--- src/rtl/ex_mem_stage_register.sv ---
// EX/MEM pipeline register with a 2-entry skid buffer, committed NZCV flags
// and a saturating backpressure counter.
module ex_mem_stage_register #(
  parameter int N     = 24,
  parameter int REG_W = 4,
  parameter int CNT_W = 16
) (
  input  logic             clk,
  input  logic             rst,
  input  logic             in_valid,
  output logic             in_ready,
  input  logic [N-1:0]     alu_result,
  input  logic [3:0]       alu_flags,
  input  logic [N-1:0]     store_data,
  input  logic [REG_W-1:0] rd,
  input  logic             reg_write,
  input  logic             mem_write,
  input  logic             mem_to_reg,
  input  logic             set_flags,
  input  logic             flush,
  output logic             out_valid,
  input  logic             out_ready,
  output logic [N-1:0]     out_result,
  output logic [N-1:0]     out_store_data,
  output logic [REG_W-1:0] out_rd,
  output logic             out_reg_write,
  output logic             out_mem_write,
  output logic             out_mem_to_reg,
  output logic [3:0]       arch_flags,
  output logic [CNT_W-1:0] stall_cycles
);

  // Entry layout, LSB first: set_flags, mem_to_reg, mem_write, reg_write,
  // rd, flags, store_data, result.
  localparam int RD_LSB    = 4;
  localparam int FLAGS_LSB = RD_LSB + REG_W;
  localparam int SD_LSB    = FLAGS_LSB + 4;
  localparam int RES_LSB   = SD_LSB + N;
  localparam int ENTRY_W   = RES_LSB + N;

  logic [ENTRY_W-1:0] in_entry;
  logic [ENTRY_W-1:0] main_q, main_d;
  logic [ENTRY_W-1:0] skid_q, skid_d;
  logic               main_valid_q, main_valid_d;
  logic               skid_valid_q, skid_valid_d;
  logic               in_ready_q, in_ready_d;
  logic [3:0]         arch_flags_q, arch_flags_d;
  logic [CNT_W-1:0]   stall_q, stall_d;
  logic               accept;
  logic               transfer;

  assign in_entry = {alu_result, store_data, alu_flags, rd,
                     reg_write, mem_write, mem_to_reg, set_flags};

  // Flush wins over an offered entry; a simultaneous transfer still completes.
  assign accept   = in_valid && in_ready_q && !flush;
  assign transfer = main_valid_q && out_ready;

  always_comb begin
    main_d       = main_q;
    skid_d       = skid_q;
    main_valid_d = main_valid_q;
    skid_valid_d = skid_valid_q;
    arch_flags_d = arch_flags_q;
    stall_d      = stall_q;

    if (transfer && main_q[0]) begin
      arch_flags_d = main_q[FLAGS_LSB +: 4];
    end

    if (main_valid_q && !out_ready && (stall_q != {CNT_W{1'b1}})) begin
      stall_d = stall_q + CNT_W'(1);
    end

    if (flush) begin
      main_valid_d = 1'b0;
      skid_valid_d = 1'b0;
    end else if (transfer) begin
      if (skid_valid_q) begin
        main_d       = skid_q;
        skid_valid_d = 1'b0;
      end else if (accept) begin
        main_d       = in_entry;
        main_valid_d = 1'b1;
      end else begin
        main_valid_d = 1'b0;
      end
    end else if (accept) begin
      if (!main_valid_q) begin
        main_d       = in_entry;
        main_valid_d = 1'b1;
      end else begin
        skid_d       = in_entry;
        skid_valid_d = 1'b1;
      end
    end

    // Registered ready: no combinational path from out_ready to in_ready.
    in_ready_d = !skid_valid_d;
  end

  always_ff @(posedge clk or negedge rst) begin
    if (!rst) begin
      main_q       <= '0;
      skid_q       <= '0;
      main_valid_q <= 1'b0;
      skid_valid_q <= 1'b0;
      in_ready_q   <= 1'b1;
      arch_flags_q <= 4'b0000;
      stall_q      <= '0;
    end else begin
      main_q       <= main_d;
      skid_q       <= skid_d;
      main_valid_q <= main_valid_d;
      skid_valid_q <= skid_valid_d;
      in_ready_q   <= in_ready_d;
      arch_flags_q <= arch_flags_d;
      stall_q      <= stall_d;
    end
  end

  assign in_ready       = in_ready_q;
  assign out_valid      = main_valid_q;
  assign out_result     = main_q[RES_LSB +: N];
  assign out_store_data = main_q[SD_LSB +: N];
  assign out_rd         = main_q[RD_LSB +: REG_W];
  assign out_reg_write  = main_q[3];
  assign out_mem_write  = main_q[2];
  assign out_mem_to_reg = main_q[1];
  assign arch_flags     = arch_flags_q;
  assign stall_cycles   = stall_q;

endmodule

--- config.mk ---
export PLATFORM = sky130hd
export DESIGN_NAME = ex_mem_stage_register
export DESIGN_NICKNAME = d
export VERILOG_FILES = /design/src/rtl/ex_mem_stage_register.sv
export SDC_FILE = /design/constraint.sdc
export NUM_CORES = 1
export LEC_CHECK = 0
export CAP_MARGIN = 20
export CORE_UTILIZATION = 49
export DETAILED_ROUTE_END_ITERATION = 16
export GPL_TIMING_DRIVEN = 0
export PLACE_DENSITY_LB_ADDON = 0.3
export SLEW_MARGIN = 15
export SYNTH_ARGS = -nofsm -noshare
export SYNTH_HDL_FRONTEND = slang
export SYNTH_SLANG_ARGS = --single-unit
--- constraint.sdc ---
create_clock -name clk -period 3.71 [get_ports clk]
set_input_delay 0.371 -clock clk [delete_from_list [all_inputs] [get_ports clk]]
set_output_delay 0.371 -clock clk [all_outputs]
set_load 0.01 [all_outputs]
==> impl_metrics.tcl, run 1 <==
set metrics [dict create \
    status "finished, final reports clean" \
    max_slew.worst_pin.slew_ns 0.7657 \
    min_period_ns 2.092 \
    portBuffers 141 \
    wire_per_inst_microns 15.87 \
    slew_headroom_pct 48.95 \
    synth_top_family_by_area "multiplexers" \
    n_antenna_cell 0 \
    p_total_mw 5.253 \
    drt_iter0_markers 193 \
    root_buffer "clkbuf_16" \
    r2r_cells 6 \
    fillCellCount 960 \
    pin_count 142 \
    min_path_type "in2async" \
    ys.flop_type "dfrtp_1" \
    synth_cell_types 34 \
    slew_violations 0 \
    grt_start_max_net_pins 73 \
    cp.required_ns 4.05 \
    ant_nets 0 \
    netlist_top_cells_count "dfrtp_1, mux2_2, nor2_1, a21oi_1, mux2i_1" \
    gr-total-overflow 0 \
    skew_ns 0.004403 \
    pwr-share-seq_pct 40.2 \
    netSwitchingPower_mw 1.247 \
    layout.cells.non_filler 880 \
    cts_resized 0 \
    cts_num_sinks 143 \
    synth.area.mux_share_pct 20.74 \
    cp_max_fo 10 \
    finalNetCount 761 \
    drv_cap 0 \
    arrival_ns 2.43 \
    r2r-end "main_q[51]$_DFFE_PN0P_" \
    cts_tree "done" \
    drcViolationCount 0 \
    cts_buffer_depth 2 \
    hold_violations 0 \
    timing.rr.start "in_ready$_DFF_PN1_" \
    yosysTopAreaCell "dfrtp_1" \
    die_area_sq_mm 0.01358 \
    rrSetupSlack_ns 1.62 \
    ys_seq_area_share_pct 55.70 \
    worst_setup_path_end_kind "flip-flop" \
    start_kind "flip-flop" \
    place_congestion 0.7575 \
    ys_warn_count 0 \
    clk_pin_slew_ns 0.06 \
    die_height_microns 116.5 \
    fmax_mhz 478.0 \
    rsz0062_at_grt "no" \
    pwr-share-comb_pct 20.8 \
    routed_wl_microns 13960 \
    path_class "reg2reg" \
    core-area_sq_mm 0.01272 \
    design_area_sq_mm 0.008818 \
    drtPass1Iterations 4 \
    synth-edff-count 0 \
    track_usage_pct 21.85 \
    fin_crit_sh_pct 56.38 \
    async_flop_share_pct 100.0 \
    rows 41 \
    dp_hpwl_microns 9746 \
    area_delta_synth_final_pct 37.23 \
    syn_inst 533 \
    cts_setup_buffers 0 \
    netlist_area_sq_mm 0.006426 \
    synth-adder-area-share_pct 0.1947 \
    synth_simple_gate_area_share_pct 7.924 \
    internal-power_mw 4.006 \
    clock_latency_ns 0.42 \
    synth_area_per_cell_sq_um 12.06 \
    htree_levels 4 \
    post_dp_cell_area_sq_mm 0.008085 \
    die_w_microns 116.5 \
    grt_first_pass_wirelength_microns 21970 \
    cts_buffers 17 \
    start_util_pct 50.51 \
    dr_total_vias 4479 \
    leakagePower_nw 4.262 \
    peakVddDrop_mv 0.3685 \
    synthXorXnorAreaFrac_pct 2.044 \
    synth_area_leaders "dfrtp_1, mux2_2, mux2i_1, buf_4, a21oi_1" \
    synth_top_area_share_pct 55.30 \
    synth_compound_area_share_pct 5.062 \
    power.density_mw_per_mm2 595.7 \
    yosysMostFrequentCell "dfrtp_1" \
    drive_above_1_share_pct 25.56 \
    antenna_found_initial 0 \
    pwr-share-clk_pct 39.0 \
    avgViaCountPerCell 5.090 \
    setup_viol 0 \
    ys_seq_elements 143 \
    syn-num-nets 599 \
    placedCellCount 847 \
    grt_pass1_vias 4595 \
    final_util_pct 69.32 \
    swShare_pct 23.74 \
]
layer usage:
layer  wire length, microns  GRT usage, %  vias up
met5                      0             0        -
met4                    279         9.231        0
met3                    866         6.850       21
met2                   7070         37.40      121
met1                   5747         25.32     2229
li1                       -             -     2108
state kept, by name (all words and copies together) (netlist names):
register      count
skid_q           60
in_ready          1
skid_valid_q      1
arch_flags        4
out_valid         1
stall_cycles     16
main_q           60
cell usage in the layout, fill, tap and decap left out, drive strengths merged, types with 2 or more instances in the layout:
cell type | synthesis | layout
nand3 | 6 | 6
inv | 5 | 5
buf | 72 | 74
dfrtp | 142 | 142
xnor2 | 2 | 2
bufinv | 0 | 7
or2 | 2 | 2
nand4 | 4 | 4
nor3 | 7 | 7
nand2 | 7 | 7
mux2i | 60 | 60
a21oi | 61 | 61
mux2 | 65 | 65
clkinvlp | 0 | 2
clkdlybuf4s50 | 0 | 140
clkbuf | 7 | 30
xor2 | 13 | 13
nor3b | 2 | 2
nor2 | 65 | 65
nor4 | 4 | 4
power by group through the flow:
stage | Combinational [mW] | Sequential, mW | Clock (mW)
after floorplan | 0.569 | 2.10 | 0
after global placement | 1.06 | 2.11 | 0
after detailed placement | 1.10 | 2.13 | 0
after CTS | 1.11 | 2.11 | 2.07
after global routing | 1.18 | 2.16 | 2.14
final | 1.09 | 2.11 | 2.05
final cells by class:
| cell class | count | area, sq um | area share (%) |
|---|---|---|---|
| Clock inverter | 9 | 225.2 | 2.554 |
| Tap cell | 172 | 215.2 | 2.440 |
| Sequential cell | 143 | 3580 | 40.59 |
| Timing Repair Buffer | 143 | 1454 | 16.49 |
| Clock buffer | 23 | 498.0 | 5.647 |
| Buffer | 79 | 516.7 | 5.860 |
| Multi-Input combinational cell | 306 | 2311 | 26.21 |
| Inverter | 5 | 18.77 | 0.2128 |
worst max-delay path, cell delays in order, from the launching register on:
cell,delay (ns)
dfstp_2,0.52
nand2_1,0.09
a221oi_1,0.54
buf_2,0.36
buf_2,0.28
nor2_1,0.07
a21oi_1,0.14
cells by family after synthesis:
logic type / Yosys count
flip-flops: 143
AO/OA/AOI/OAI: 64
adder cells (fa/ha/maj): 1
multiplexers: 125
XOR/XNOR: 15
buffers and inverters: 84
AND/OR/NAND/NOR: 101
repair_timing:
item / in CTS / in global routing
setup endpoints to repair: 0 / 0
hold endpoints to repair: 71 / 0
hold buffers: 1 / 0
worst max path at each step:
stage / startpoint / to / cells after the start
after floorplan: stall_cycles[0]$_DFFE_PN0P_ / stall_cycles[1]$_DFFE_PN0P_ / 5
after global placement: rst / skid_q[7]$_DFFE_PN0P_ / 1
after detailed placement: out_ready / main_q[5]$_DFFE_PN0P_ / 7
after CTS: in_ready$_DFF_PN1_ / main_q[51]$_DFFE_PN0P_ / 6
after global routing: in_ready$_DFF_PN1_ / main_q[39]$_DFFE_PN0P_ / 6
final: in_ready$_DFF_PN1_ / main_q[51]$_DFFE_PN0P_ / 6
through the flow:
stage | worst slack, ns | hold WS [ns] | setup TNS (ns)
2_1_floorplan | 1.976 | 0.07541 | 0
3_3_place_gp | -3.211 | 0.4866 | -456.39
3_5_place_dp | 1.160 | 0.3642 | 0
4_1_cts | 1.530 | 0.5072 | 0
5_1_grt | 1.439 | 0.5187 | 0
6_report | 1.618 | 0.5054 | 0
Note: power is estimated with default switching activity, not from simulation.
==> run 2, diff against run 1 <==
Settings changed: CORE_UTILIZATION 49 to 46.
Clock period 3.71 ns to 1.8 ns, I/O delays scaled along.
==> run 2 against run 1 <==
Effect of this change: global-route usage decreased by 1.1 points; register-to-register slack got worse by 1.5 ns; maximum frequency is 22% higher; utilization is 4.0 points lower; clock skew shrank 0.0010 ns; via count decreased by 0.56%; sequential share of layout area up 0.20 points; non-clock buffer count grew 4; setup slack got worse by 1.5 ns; flip-flop and latch count is the same; final area decreased by 0.43%; first-iteration DRC count down 5.7%; highest routed layer unchanged.
==> impl_metrics.tcl, run 2 (synthesized netlist as in run 1, its figures left out) <==
set metrics [dict create \
    area_delta_synth_final_pct 36.64 \
    cts_num_sinks 143 \
    min_period_ns 1.717 \
    status "finished, final reports clean" \
    antenna_found_initial 0 \
    fin_ws_ns 0.08348 \
    wire_per_inst_microns 15.47 \
    n_antenna_cell 0 \
    die_w_microns 120.2 \
    routed_wl_microns 13740 \
    path_class "reg2reg" \
    worst_setup_path_end_kind "flip-flop" \
    start_util_pct 47.77 \
    crit_chain "nand2_1 > nor3_4 > buf_4 > buf_4 > mux2_2" \
    fmax_mhz 582.6 \
    worst-path-stages 5 \
    track_usage_pct 20.79 \
    timing.rr.start "in_ready$_DFF_PN1_" \
    avgViaCountPerCell 5.016 \
    core-area_sq_mm 0.01345 \
    grt_first_pass_wirelength_microns 23390 \
    hold_violations 0 \
    grt_pass1_vias 4789 \
    fillCellCount 1087 \
    r2r-end "skid_q[25]$_DFFE_PN0P_" \
    fin_tns_setup_ns 0 \
    fin_crit_sh_pct 95.36 \
    peakVddDrop_mv 0.5983 \
    skew_ns 0.003392 \
    r2r_cells 5 \
    rrSetupSlack_ns 0.08 \
    root_buffer "clkbuf_16" \
    drcViolationCount 0 \
    place_ws_ns -0.6091 \
    cpMaxStageDelayCell "dfstp_2" \
    dr_total_vias 4454 \
    cts_buffers 17 \
    clk_pin_slew_ns 0.06 \
    pin_count 142 \
    place_congestion 0.7370 \
    grt_start_max_net_pins 75 \
    gr-total-overflow 0 \
    drt_iter0_markers 182 \
    slew_violations 0 \
    whs_ns 0.3013 \
    mostFrequentLayoutCells "dfrtp_1, clkdlybuf4s50_1, buf_4" \
    critPathMaxStageDelay_ns 0.53 \
    drtPass1Iterations 4 \
    dp_hpwl_microns 9510 \
    cts_buffer_depth 2 \
    cp_top_family "flip-flops" \
    cpMostUsedCell "buf_4" \
    slew_headroom_pct 64.36 \
    finalNetCount 765 \
    critical_path_buf_inv_count 2 \
    die_area_sq_mm 0.01445 \
    power.density_mw_per_mm2 1129 \
    max_slew.worst_pin.slew_ns 0.5347 \
    start_kind "flip-flop" \
    cp.required_ns 2.09 \
    rows 42 \
    leakagePower_nw 4.251 \
    drv_cap 0 \
    rsz0062_at_grt "yes" \
    clock_latency_ns 0.41 \
    p_total_mw 9.910 \
    arrival_ns 2.01 \
    cts_tree "done" \
    setup_viol 0 \
    drive_above_1_share_pct 27.25 \
    cp_max_fo 10 \
    htree_levels 4 \
    ant_nets 0 \
    portBuffers 141 \
    min_path_type "in2async" \
    die_height_microns 120.2 \
]
-- run 2: stage by stage --
step           area, sq um  instances  util, %
2_1_floorplan         6426        533        -
3_3_place_gp          8058        850    59.90
3_5_place_dp          8090        851    60.14
4_1_cts               8760        889    65.11
5_1_grt               8781        888    65.27
6_report              8781        888    65.27
-- run 2: routing by layer --
layer  share of wire [%]  track usage [%]  vias to the layer above
met5                   0                0                        -
met4                 1.8            8.125                        0
met3                 6.2            5.991                       18
met2                  50            34.55                      117
met1                  42            25.51                     2197
li1                    -                -                     2122
-- run 2: cell type report --
cell class | count | area (sq um) | area share (%)
repair buffers | 149 | 1499 | 17.07
plain buffers | 77 | 549.3 | 6.255
inverters | 5 | 18.77 | 0.2137
well taps | 176 | 220.2 | 2.508
multi-input cells | 306 | 2347 | 26.73
clock inverters | 6 | 55.05 | 0.6270
flip-flops and latches | 143 | 3582 | 40.80
clock buffers | 26 | 509.2 | 5.799
-- run 2: how the worst max path moves through the flow --
| stage | start | to | slack, ns |
|---|---|---|---|
| floorplan | stall_cycles[0]$_DFFE_PN0P_ | stall_cycles[1]$_DFFE_PN0P_ | 0.07 |
| global placement | rst | main_q[5]$_DFFE_PN0P_ | -4.94 |
| detailed placement | out_ready | skid_q[43]$_DFFE_PN0P_ | -0.61 |
| CTS | in_ready$_DFF_PN1_ | main_q[21]$_DFFE_PN0P_ | -0.01 |
| global route | in_ready$_DFF_PN1_ | skid_q[7]$_DFFE_PN0P_ | 0.003 |
| finish | in_ready$_DFF_PN1_ | skid_q[25]$_DFFE_PN0P_ | 0.08 |
-- run 2: repair_timing --
action	CTS	global route
hold buffers	1	0
endpoints found under the setup margin	121	102
pin swaps	3	3
buffers inserted	5	1
endpoints found under the hold margin	69	0
gates resized for setup	18	12
-- run 2: report_power, final --
part / internal [mW] / leakage [nW] / switching [mW]
sequential: 3.92 / 1.68 / 0.426
combinational: 1.43 / 2.29 / 0.832
clock: 2.07 / 0.284 / 1.23
total: 7.42 / 4.25 / 2.49
==> run 3, diff against run 2 <==
Settings changed: CTS_CLUSTER_SIZE set to 20.
==> results of run 3 <==
Final layout, timing and power as in run 2 (identical DEF).
